## src/rtl/dmem_req_ctrl.sv

```systemverilog
// Data-memory request controller: registers a load/store from the memory
// stage, holds it on the D-cache port until the response, stalls the pipeline
// meanwhile, then holds the returned word until the instruction leaves MEM.
module dmem_req_ctrl #(
    parameter int unsigned CNT_W = 32
) (
    input  logic             clk,
    input  logic             rst,
    input  logic             req_read,
    input  logic             req_write,
    input  logic [3:0]       req_mbe,
    input  logic [31:0]      req_addr,
    input  logic [31:0]      req_wdata,
    input  logic             ext_stall,
    output logic             mem_stall,
    output logic [31:0]      rdata_out,
    output logic             dcache_read,
    output logic             dcache_write,
    output logic [3:0]       dcache_mbe,
    output logic [31:0]      dcache_address,
    output logic [31:0]      dcache_wdata,
    input  logic [31:0]      dcache_rdata,
    input  logic             dcache_resp,
    output logic [CNT_W-1:0] load_count,
    output logic [CNT_W-1:0] store_count,
    output logic [CNT_W-1:0] stall_cycles
);

    typedef enum logic [1:0] {
        IDLE = 2'd0,
        BUSY = 2'd1,
        DONE = 2'd2
    } state_t;

    state_t      state;
    logic [31:0] addr_q;
    logic [31:0] wdata_q;
    logic [31:0] rdata_q;
    logic [3:0]  mbe_q;
    logic        req_any;

    // Stall is raised in the very cycle a request is seen, then for the whole access
    assign req_any   = req_read | req_write;
    assign mem_stall = (state == BUSY) || ((state == IDLE) && req_any);

    // Cache port is driven only from the request registers
    assign dcache_address = addr_q;
    assign dcache_wdata   = wdata_q;
    assign dcache_mbe     = mbe_q;
    assign rdata_out      = rdata_q;

    // Controller state, request registers, strobes and performance counters
    always_ff @(posedge clk) begin
        if (rst) begin
            state        <= IDLE;
            addr_q       <= '0;
            wdata_q      <= '0;
            rdata_q      <= '0;
            mbe_q        <= '0;
            dcache_read  <= 1'b0;
            dcache_write <= 1'b0;
            load_count   <= '0;
            store_count  <= '0;
            stall_cycles <= '0;
        end else begin
            if (mem_stall) begin
                stall_cycles <= stall_cycles + CNT_W'(1);
            end
            case (state)
                IDLE: begin
                    if (req_any) begin
                        // A simultaneous read and write request is issued as a write
                        addr_q       <= req_addr;
                        wdata_q      <= req_wdata;
                        mbe_q        <= req_write ? req_mbe : 4'hF;
                        dcache_read  <= ~req_write;
                        dcache_write <= req_write;
                        state        <= BUSY;
                    end
                end
                BUSY: begin
                    if (dcache_resp) begin
                        dcache_read  <= 1'b0;
                        dcache_write <= 1'b0;
                        if (dcache_write) begin
                            store_count <= store_count + CNT_W'(1);
                        end else begin
                            rdata_q    <= dcache_rdata;
                            load_count <= load_count + CNT_W'(1);
                        end
                        state <= DONE;
                    end
                end
                DONE: begin
                    // Same instruction still requests while frozen; never reissue it
                    if (!ext_stall) begin
                        state <= IDLE;
                    end
                end
                default: begin
                    state        <= IDLE;
                    dcache_read  <= 1'b0;
                    dcache_write <= 1'b0;
                end
            endcase
        end
    end

endmodule

```

## config.mk

```make
export PLATFORM = sky130hd
export DESIGN_NAME = dmem_req_ctrl
export DESIGN_NICKNAME = d
export VERILOG_FILES = /design/src/rtl/dmem_req_ctrl.sv
export SDC_FILE = /design/constraint.sdc
export NUM_CORES = 1
export LEC_CHECK = 0
export CORE_ASPECT_RATIO = 1.25
export CORE_MARGIN = 2
export CORE_UTILIZATION = 42
export CTS_CLUSTER_DIAMETER = 60
export DETAILED_ROUTE_END_ITERATION = 12
export DONT_BUFFER_PORTS = 1
export PLACE_DENSITY_LB_ADDON = 0.08
export SYNTH_ARGS = -nofsm -noshare
export SYNTH_HDL_FRONTEND = slang
export SYNTH_SLANG_ARGS = --single-unit
```

## constraint.sdc

```tcl
create_clock -name clk -period 4.25 [get_ports clk]
set_input_delay 0.425 -clock clk [delete_from_list [all_inputs] [get_ports clk]]
set_output_delay 0.425 -clock clk [all_outputs]
set_load 0.1 [all_outputs]
```

==> reports/qor.log, run 1 <==
[status] outcome finished, final reports clean
[placed_design] Place WS 1040 ps
[hold_path] Hold WC Path Type in -> reg
[cts] H-tree levels 4
[global_routing] overflow left after global routing 0
[floorplan] number of top-level pins 305
[timing] Hold WS 91.3 ps
[placed_design] Detail Placement HPWL 14600 µm
[worst_setup_path] number of cell instances on the worst register-to-register path 4
[finish] NumNets Final 1135
[yosys] average footprint of a synthesized cell 8.16 µm²
[floorplan] Std-Cell Rows 57
[cts] post-cts resize count 0
[cts] CTS Root Cell sky130_fd_sc_hd__clkbuf_16
[yosys] cell area after synthesis 8230 µm²
[timing] Final Hold Violating Endpoints 0
[floorplan] Floorplan Core Area 19300 µm²
[yosys] syn nets 1118
[worst_setup_path] maximum fanout along the worst path 28
[power_and_ir_drop] worst IR drop on VDD 0.270 mV
[timing] Peak Freq 309 MHz
[floorplan] y dimension of the die 161 µm
[power_and_ir_drop] PnR Total Power 4.39 mW
[finish] post-layout util 0.488
[yosys] synthesis-stage register bit count 200
[power_and_ir_drop] standby leakage power 3.12 nW
[timing] Total Negative Setup Slacks 0 ps
[yosys] number of library cell types mapped by synthesis 42
[route] total via count in the routed design 7242
[timing] setup slack of the critical path after layout 1010 ps
[finish] most common cell after layout, fill and taps aside sky130_fd_sc_hd__nand2_1
[finish] signed area change from the synthesized netlist to the final layout 14.5%
[cts] number of buffers added to fix hold violations after cts 0
[finish] most used cells in the layout excluding fill and tap cells sky130_fd_sc_hd__nand2_1 (227), sky130_fd_sc_hd__dfxtp_1 (200), sky130_fd_sc_hd__a21oi_1 (167)
[floorplan] floorplan die area 20700 µm²
[route] drt initial violations 388
[cts] maximum root-to-sink buffer count 2
[worst_setup_path] required time reported for the critical path endpoint 4590 ps
[worst_setup_path] Data arrival, critical path 3580 ps
[flow_run] number of max-capacitance violations reported 0
[route] total DRC errors in the routed layout 0
[timing] worst clock skew 17.9 ps
[route] average via count per standard cell 5.55
[cts] cts bufs inserted 17
[finish] share of post-route cells with drive strength above 1 0.107
[worst_setup_path] worst setup path class reg -> reg
[route] average wire per standard cell 16.8 µm
[yosys] number of cells produced by synthesis 1009
[cts] clock tree from TritonCTS yes
[placed_design] weighted congestion at the end of routability-driven global placement 0.791
[worst_setup_path] kind of launch point of the worst setup path flop
[global_routing] first-pass GRT wire length 34600 µm
[timing] relative max-transition margin 0.197
[global_routing] vias in the first global route 6857
[worst_setup_path] CP Capture Type flop
[yosys] number of warnings issued by yosys 0
[power_and_ir_drop] power per cell area 466 nW/µm²
[floorplan] Starting Density 0.426
[timing] Final Max Tran Viols 0
[cts] Clock Latency Late Sink 430 ps
[yosys] Seq/Total Area, Yosys 0.486
[finish] number of diodes 0
[cts] clk slew on worst S/H paths 70 ps
[global_routing] overall routing resource usage 0.205
[timing] setup repair after global routing missed its margin false
[floorplan] width of the chip 129 µm
[global_routing] number of antenna violations at the first check in global routing 0
[route] final wirelength 21900 µm
[hold_path] Worst Hold Path Cells 1
[cts] number of clock sinks seen by CTS 200
[timing] transition time at the pin with the least slew margin 1200 ps
[cts] post-CTS setup buffer count 0
[finish] fillcell total 1923
[global_routing] pin count of the biggest net entering global routing 202
[timing] Final min period 3240 ps
[route] router iterations before antenna repair 4
[placed_design] count of input and output buffers 0
[route] count of nets left with antenna violations after detail routing 0
[timing] fraction of the cycle the final worst path needs 0.762
[timing] endpoints failing setup 0
==> cells in the mapped netlist, drive strengths merged <==
master / n / share of area
nand4b: 4 / 0.0043
a32oi: 2 / 0.0021
xor2: 10 / 0.011
or3: 22 / 0.017
inv: 20 / 0.0091
buf: 9 / 0.0058
o31ai: 39 / 0.036
o22ai: 4 / 0.0030
or2: 4 / 0.0030
and4b: 1 / 0.0012
dfxtp: 200 / 0.49
ha: 3 / 0.0046
nor3: 6 / 0.0036
a2111oi: 1 / 0.0011
or4b: 2 / 0.0024
o21a: 2 / 0.0018
mux2: 1 / 0.0014
nand4: 36 / 0.027
o21ai: 23 / 0.014
xnor2: 15 / 0.016
and2: 4 / 0.0030
and4: 10 / 0.011
nor4bb: 1 / 0.0012
or4: 47 / 0.043
o211ai: 1 / 0.00091
and3: 3 / 0.0023
nor2: 35 / 0.016
nand2b: 1 / 0.00076
o41ai: 7 / 0.0074
nand2: 227 / 0.10
nor2b: 1 / 0.00076
nand3: 26 / 0.016
nand3b: 1 / 0.00091
clkbuf: 59 / 0.027
nand4bb: 5 / 0.0068
nor4: 9 / 0.0068
a31o: 1 / 0.0011
a21oi: 167 / 0.10
==> report_power, final <==
group	internal, mW	switching, mW	total (mW)
Clock	0.846	0.795	1.64
Combinational	0.0768	0.176	0.253
Sequential	1.95	0.550	2.50
Total	2.87	1.52	4.39
==> cell families after synthesis <==
| kind of cell | Yosys count | synth area share |
|---|---|---|
| AOI/OAI and AO/OA | 247 | 0.169 |
| xor gates and xnor gates | 25 | 0.0266 |
| DFF | 200 | 0.486 |
| adders and majority gates | 3 | 0.00456 |
| and+or+nand+nor | 445 | 0.271 |
| buffers and inverters | 88 | 0.0418 |
| muxes | 1 | 0.00137 |
==> cell type report <==
class | count | area (µm²) | share of cell area
clock buffers | 17 | 425 | 0.0451
multi-input cells | 721 | 3910 | 0.415
clock inverters | 15 | 179 | 0.0190
repair buffers | 66 | 495 | 0.0526
well taps | 265 | 332 | 0.0352
flip-flops and latches | 200 | 4000 | 0.425
inverters | 20 | 75.1 | 0.00797
==> worst max-delay path, cell delays in order (launching register included) <==
cell and delay (ps):
sky130_fd_sc_hd__dfxtp_1 990, sky130_fd_sc_hd__nand4_1 280, sky130_fd_sc_hd__or4_1 960, sky130_fd_sc_hd__or4b_2 750
sky130_fd_sc_hd__a21oi_1 160
==> final timing paths <==
kind                                       from          endpoint  slack [ps]
worst max-delay path             store_count[9]   store_count[26]        1010
worst min-delay path                        rst  stall_cycles[13]          90
worst max register to register   store_count[9]   store_count[26]        1010
worst min register to register  stall_cycles[3]   stall_cycles[3]         490
==> per-stage QoR <==
stage,cell area (µm²),cells
finish,9420,1304
global route,9420,1304
CTS,9420,1304
detailed placement,8820,1272
global placement,8820,1272
floorplan,8230,1009
==> layer usage <==
layer / share of wire / GRT usage
met1: 0.41 / 0.245
met5: 0 / 0
met4: 0.022 / 0.0795
met2: 0.48 / 0.335
met3: 0.091 / 0.0746
==> state kept, by name, indices dropped and copies added, names as in the netlist <==
| signal | flops |
|---|---|
| dcache_wdata | 32 |
| dcache_address | 32 |
| dcache_mbe | 4 |
| state | 2 |
| dcache_read | 1 |
| rdata_out | 32 |
| store_count | 32 |
| load_count | 32 |
| stall_cycles | 32 |
| dcache_write | 1 |
Power figures use the tool's default switching activity.
==> inputs of run 2 (changes only) <==
==> constraint.sdc (replaced) <==
create_clock -name clk -period 3.35 [get_ports clk]
set_input_delay 0.335 -clock clk [delete_from_list [all_inputs] [get_ports clk]]
set_output_delay 0.335 -clock clk [all_outputs]
set_load 0.1 [all_outputs]
==> run 2 against run 1 <==
Net effect: sequential power grew 26%; count of clock-buffer cells in the layout grew 1; clock skew shrank 2.1 ps; total power grew 27%; critical endpoint is now store_count[19]; largest cell class unchanged; highest routed layer is now met5.
==> reports/qor.log, run 2 (synthesized netlist as in run 1, its figures left out) <==
[global_routing] overflow left after global routing 0 [unchanged]
[timing] Total Negative Setup Slacks 0 ps [unchanged]
[global_routing] number of antenna violations at the first check in global routing 1 [+1]
[timing] Final Max Tran Viols 0 [unchanged]
[power_and_ir_drop] standby leakage power 3.51 nW [+13%]
[worst_setup_path] Data arrival, critical path 3430 ps [-150 ps]
[finish] NumNets Final 1202 [+5.9%]
[placed_design] weighted congestion at the end of routability-driven global placement 0.778 [-1.6%]
[cts] maximum root-to-sink buffer count 2 [unchanged]
[route] average wire per standard cell 16.7 µm [-0.67%]
[route] count of nets left with antenna violations after detail routing 0 [unchanged]
[cts] H-tree levels 4 [unchanged]
[finish] footprint of the flip-flops and latches 4000 µm² [unchanged]
[finish] number of diodes 0 [unchanged]
[finish] fillcell total 1896 [-1.4%]
[finish] share of post-route cells with drive strength above 1 0.129 [+0.0225]
[cts] clk slew on worst S/H paths 80 ps [about the same]
[cts] post-CTS setup buffer count 0 [unchanged]
[worst_setup_path] maximum fanout along the worst path 16 [-43%]
[route] router iterations before antenna repair 4 [unchanged]
[worst_setup_path] required time reported for the critical path endpoint 3730 ps [-860 ps]
[floorplan] number of top-level pins 305 [unchanged]
[route] average via count per standard cell 5.48 [-1.3%]
[timing] worst clock skew 15.8 ps [-2.11 ps]
[power_and_ir_drop] worst IR drop on VDD 0.346 mV [+28%]
[timing] setup slack of the critical path after layout 302 ps [-710 ps]
[timing] relative max-transition margin 0.280 [+0.0835]
[cts] Clock Latency Late Sink 440 ps [about the same]
[flow_run] number of max-capacitance violations reported 0 [unchanged]
[floorplan] width of the chip 129 µm [unchanged]
[finish] signed area change from the synthesized netlist to the final layout 21.7%
[timing] endpoints failing setup 0 [unchanged]
[cts] cts bufs inserted 17 [unchanged]
[global_routing] pin count of the biggest net entering global routing 169 [-16%]
[cts] post-cts resize count 0 [unchanged]
[global_routing] vias in the first global route 7006 [+2.2%]
[power_and_ir_drop] power per cell area 557 nW/µm² [+20%]
[timing] fraction of the cycle the final worst path needs 0.910 [+0.148]
[cts] number of clock sinks seen by CTS 200 [unchanged]
[timing] transition time at the pin with the least slew margin 1080 ps [-125 ps]
[timing] Final Hold Violating Endpoints 0 [unchanged]
[timing] Peak Freq 328 MHz [+6.2%]
[cts] CTS Root Cell sky130_fd_sc_hd__clkbuf_16
[route] final wirelength 22900 µm [+4.4%]
[placed_design] count of input and output buffers 0 [unchanged]
[worst_setup_path] CP Capture Type flop
[global_routing] overall routing resource usage 0.214 [+0.00878]
[floorplan] y dimension of the die 161 µm [unchanged]
[hold_path] Hold WC Path Type in -> reg
[timing] setup repair after global routing missed its margin false
[route] total via count in the routed design 7517 [+3.8%]
[floorplan] floorplan die area 20700 µm² [unchanged]
[route] total DRC errors in the routed layout 0 [unchanged]
[route] drt initial violations 335 [-14%]
[finish] area used by multi-input combinational logic 3910 µm² [unchanged]
[worst_setup_path] kind of launch point of the worst setup path flop
[placed_design] Detail Placement HPWL 15300 µm [+4.7%]
[power_and_ir_drop] PnR Total Power 5.58 mW [+27%]
[floorplan] Starting Density 0.426 [unchanged]
[cts] number of buffers added to fix hold violations after cts 31 [+31]
[timing] Final min period 3050 ps [-190 ps]
[worst_setup_path] worst setup path class reg -> reg
[cts] clock tree from TritonCTS yes
[finish] most common cell after layout, fill and taps aside sky130_fd_sc_hd__nand2_1
[finish] most used cells in the layout excluding fill and tap cells sky130_fd_sc_hd__nand2_1 (227), sky130_fd_sc_hd__dfxtp_1 (200), sky130_fd_sc_hd__a21oi_1 (167)
[global_routing] first-pass GRT wire length 36100 µm [+4.1%]
[floorplan] Std-Cell Rows 57 [unchanged]
[placed_design] Place WS 844 ps [-193 ps]
[status] outcome finished, final reports clean
[floorplan] Floorplan Core Area 19300 µm² [unchanged]
[run 2: changes by cell type in the layout (fill, tap and decap cells not counted)]
cell | previous run | this run
sky130_fd_sc_hd__clkbuf_8 | 0 | 1
sky130_fd_sc_hd__bufinv_16 | 1 | 0
sky130_fd_sc_hd__dlygate4sd3_1 | 0 | 35
sky130_fd_sc_hd__buf_16 | 0 | 1
sky130_fd_sc_hd__clkinv_8 | 3 | 4
sky130_fd_sc_hd__inv_8 | 3 | 1
sky130_fd_sc_hd__clkinv_4 | 3 | 2
sky130_fd_sc_hd__inv_6 | 4 | 6
sky130_fd_sc_hd__buf_4 | 66 | 97
[run 2: cell type report]
| cell class | instances | area share |
|---|---|---|
| Multi-Input combinational cell | 721 | 0.390 |
| Clock inverter | 14 | 0.0151 |
| Tap cell | 265 | 0.0331 |
| Sequential cell | 200 | 0.400 |
| Timing Repair Buffer | 133 | 0.110 |
| Inverter | 20 | 0.00749 |
| Clock buffer | 18 | 0.0438 |
[run 2: per-stage QoR]
stage | std cells | util | hold slack [ps] | instance area [µm²]
6_report | 1371 | 0.518 | 21.5 | 10000
5_1_grt | 1371 | 0.518 | 1.79 | 10000
4_1_cts | 1366 | 0.516 | 0.693 | 9970
3_5_place_dp | 1303 | 0.468 | 424 | 9050
3_3_place_gp | 1303 | 0.468 | 423 | 9050
2_1_floorplan | 1009 | - | 462 | 8230
[run 2: where the power goes]
part	switching (mW)	total [mW]	internal, mW
Combinational	0.263	0.374	0.111
Sequential	0.693	3.16	2.47
Clock	1.02	2.04	1.02
Total	1.98	5.58	3.60
[run 2: critical path, stage by stage (launching register included)]
cell                            delay, ps
sky130_fd_sc_hd__dfxtp_1              460
sky130_fd_sc_hd__and4b_1              550
sky130_fd_sc_hd__nand4_1              600
sky130_fd_sc_hd__or4_1                680
sky130_fd_sc_hd__a21oi_1              150
sky130_fd_sc_hd__dlygate4sd3_1        560
[run 2: final timing paths]
check                        from               end  slack, ps  depth (start not counted)
setup / recovery         state[1]   store_count[19]        300                          5
hold / removal      req_wdata[12]  dcache_wdata[12]         20                          2
setup reg to reg         state[1]   store_count[19]        300                          5
hold reg to reg   store_count[23]   store_count[23]        510                          2
[run 2: routing by layer]
metal | part of all wire | global-route usage | vias up
li1 | - | - | 3769
met1 | 0.41 | 0.248 | 3506
met2 | 0.49 | 0.359 | 212
met3 | 0.083 | 0.0839 | 28
met4 | 0.017 | 0.0697 | 2
met5 | 0.00052 | 0 | -
==> inputs of run 3 (changes only) <==
--- a/config.mk
+++ b/config.mk
@@ -11,6 +11,7 @@
 export CTS_CLUSTER_DIAMETER = 60
 export DETAILED_ROUTE_END_ITERATION = 12
 export DONT_BUFFER_PORTS = 1
+export MAX_ROUTING_LAYER = met4
 export PLACE_DENSITY_LB_ADDON = 0.08
 export SYNTH_ARGS = -nofsm -noshare
 export SYNTH_HDL_FRONTEND = slang
==> run 3 against run 2 <==
Net effect: sequential cell count unchanged; via count increased by 0.45%; count of clock-buffer cells in the layout is the same; non-clock buffer count rose by 4; critical path type unchanged; wire length up 0.32%; core utilization up 0.22 points; clock skew decreased by 0.96 ps; design area grew 0.43%; first-iteration DRC count up 1.2%; final cell count rose by 0.36%; critical path depth stayed put; hold slack hardly changed.
==> reports/qor.log, run 3 (synthesized netlist as in run 1, its figures left out) <==
[hold_path] Worst Hold Path Cells 2 [unchanged]
[hold_path] terminating pin of the worst hold path rdata_out[1]
[finish] count of non-filler cells in the finished layout 1376 [+0.36%]
[cts] H-tree levels 4 [unchanged]
[global_routing] first-pass GRT wire length 36100 µm [about the same]
[cts] clock tree from TritonCTS yes
[worst_setup_path] worst path cell trace and4b_1 > nand4_1 > or4_1 > a21oi_1 > dlygate4sd3_1
[timing] Final min period 3070 ps [+20.3 ps]
[finish] NumNets Final 1206 [+0.33%]
[hold_path] Hold WC Path Type in -> reg
[timing] Final Max Tran Viols 0 [unchanged]
[cts] CTS Root Cell sky130_fd_sc_hd__clkbuf_16
[placed_design] count of input and output buffers 0 [unchanged]
[power_and_ir_drop] fraction of power consumed by sequential logic 0.567 [about the same]
[timing] endpoints failing setup 0 [unchanged]
[floorplan] Starting Density 0.426 [unchanged]
[placed_design] Detail Placement HPWL 15300 µm [unchanged]
[finish] signed area change from the synthesized netlist to the final layout 22.3%
[route] drt initial violations 339 [+1.2%]
[power_and_ir_drop] share of power burned in the clock network 0.365 [about the same]
[timing] worst clock skew 14.9 ps [-0.956 ps]
[floorplan] number of top-level pins 305 [unchanged]
[worst_setup_path] reg2reg end store_count[19]
[power_and_ir_drop] total internal power 3.60 mW [about the same]
[finish] area used by multi-input combinational logic 3910 µm² [unchanged]
[timing] fraction of the cycle the final worst path needs 0.916 [+0.00605]
[worst_setup_path] maximum fanout along the worst path 16 [unchanged]
[global_routing] pin count of the biggest net entering global routing 169 [unchanged]
[floorplan] width of the chip 129 µm [unchanged]
[power_and_ir_drop] switch share 0.355 [-0.000440]
[global_routing] overall routing resource usage 0.221 [+0.00711]
[finish] most used cells in the layout excluding fill and tap cells sky130_fd_sc_hd__nand2_1 (227), sky130_fd_sc_hd__dfxtp_1 (200), sky130_fd_sc_hd__a21oi_1 (167)
[finish] fillcell total 1892 [-0.21%]
[power_and_ir_drop] combinational share of power 0.068 [about the same]
[global_routing] vias in the first global route 7032 [+0.37%]
[timing] Total Negative Setup Slacks 0 ps [unchanged]
[finish] most common cell after layout, fill and taps aside sky130_fd_sc_hd__nand2_1
[cts] Clock Latency Late Sink 440 ps [about the same]
[power_and_ir_drop] power per cell area 555 nW/µm² [-0.41%]
[route] average wire per standard cell 16.7 µm [about the same]
[power_and_ir_drop] PnR Total Power 5.58 mW [about the same]
[floorplan] y dimension of the die 161 µm [unchanged]
[route] total DRC errors in the routed layout 0 [unchanged]
[cts] cts bufs inserted 17 [unchanged]
[finish] share of post-route cells with drive strength above 1 0.129 [-0.000466]
[status] outcome finished, final reports clean
[worst_setup_path] Worst path max stage delay 690 ps [about the same]
[timing] transition time at the pin with the least slew margin 1070 ps [-5.71 ps]
[worst_setup_path] kind of launch point of the worst setup path flop
[global_routing] number of antenna violations at the first check in global routing 1 [unchanged]
[timing] relative max-transition margin 0.284 [+0.00381]
[worst_setup_path] Worst path top cell family by delay simple AND/OR/NAND/NOR gates
[cts] number of clock sinks seen by CTS 200 [unchanged]
[timing] setup repair after global routing missed its margin false
[placed_design] # placed instances 1303 [unchanged]
[worst_setup_path] CP Capture Type flop
[power_and_ir_drop] worst IR drop on VDD 0.341 mV [-1.3%]
[floorplan] floorplan die area 20700 µm² [unchanged]
[floorplan] Floorplan Core Area 19300 µm² [unchanged]
[worst_setup_path] number of cell instances on the worst register-to-register path 5 [unchanged]
[route] final wirelength 23000 µm [+0.32%]
[cts] post-cts resize count 0 [unchanged]
[floorplan] Std-Cell Rows 57 [unchanged]
[route] count of nets left with antenna violations after detail routing 0 [unchanged]
[worst_setup_path] source of the worst register-to-register timing path state[1]
[finish] footprint of the flip-flops and latches 4000 µm² [unchanged]
[placed_design] weighted congestion at the end of routability-driven global placement 0.789 [+1.4%]
[worst_setup_path] buffering stage count on the worst path with inverters included 1 [unchanged]
[power_and_ir_drop] standby leakage power 3.53 nW [+0.48%]
[hold_path] hold path startpoint dcache_rdata[1]
[global_routing] overflow left after global routing 0 [unchanged]
[worst_setup_path] Data arrival, critical path 3450 ps [+20 ps]
[worst_setup_path] reg-to-reg slack, setup 280 ps [-20 ps]
[worst_setup_path] worst setup path class reg -> reg
[flow_run] number of max-capacitance violations reported 0 [unchanged]
[route] router iterations before antenna repair 5 [+1]
[timing] Peak Freq 326 MHz [-0.66%]
[power_and_ir_drop] switching power summed over all nets 1.98 mW [-0.12%]
[cts] maximum root-to-sink buffer count 2 [unchanged]
[route] total via count in the routed design 7551 [+0.45%]
[route] average via count per standard cell 5.49 [about the same]
[worst_setup_path] required time reported for the critical path endpoint 3730 ps [about the same]
[cts] post-CTS setup buffer count 0 [unchanged]
[timing] Final Hold Violating Endpoints 0 [unchanged]
[worst_setup_path] cell with the largest stage delay on the worst path sky130_fd_sc_hd__or4_1
[cts] clk slew on worst S/H paths 80 ps [about the same]
## run 3: cell types whose count changed in the layout (fill, tap and decap cells not counted)
cell,previous run,this run
sky130_fd_sc_hd__dlygate4sd3_1,35,39
sky130_fd_sc_hd__diode_2,0,1
## run 3: layout make-up
type                    instances  area share
flip-flops and latches        200       0.398
multi-input cells             721       0.389
repair buffers                137       0.114
clock buffers                  18      0.0436
well taps                     265      0.0330
clock inverters                14      0.0150
inverters                      20     0.00746
diodes                          1    0.000249
## run 3: what timing repair did
action | in CTS | in global routing
hold buffers | 31 | 9
endpoints found under the hold margin | 197 | 9
endpoints found under the setup margin | 0 | 0
## run 3: stage by stage
step                      hold slack [ps]  area (µm²)  worst slack, ps  utilization
final                                21.6       10100              281        0.521
after global routing                0.880       10100             43.7        0.521
after CTS                           0.693        9970              298        0.516
after detailed placement              424        9050              844        0.468
after global placement                423        9050              893        0.468
after floorplan                       462        8230              551            -
## run 3: layer usage
layer,wire length (µm),track usage,vias up
met5,0,-,-
met4,430,0.0682,0
met3,1780,0.0763,31
met2,11200,0.359,223
met1,9520,0.256,3516
li1,-,-,3781
## run 3: worst max-delay path by stage
stage,start,endpoint,slack (ps),cells after the start
2_1_floorplan,store_count[6],store_count[31],550,7
3_3_place_gp,state[1],store_count[21],890,4
3_5_place_dp,state[0],store_count[21],840,4
4_1_cts,state[1],store_count[21],300,5
5_1_grt,state[0],store_count[21],40,5
6_report,state[1],store_count[19],280,5
## run 3: power by group through the flow
stage          clock network, mW  logic (mW)  registers (mW)
2_1_floorplan                  0       0.241            3.25
3_3_place_gp                   0       0.330            3.22
3_5_place_dp                   0       0.334            3.22
4_1_cts                     2.10       0.373            3.16
5_1_grt                     2.20       0.420            3.18
6_report                    2.04       0.378            3.16
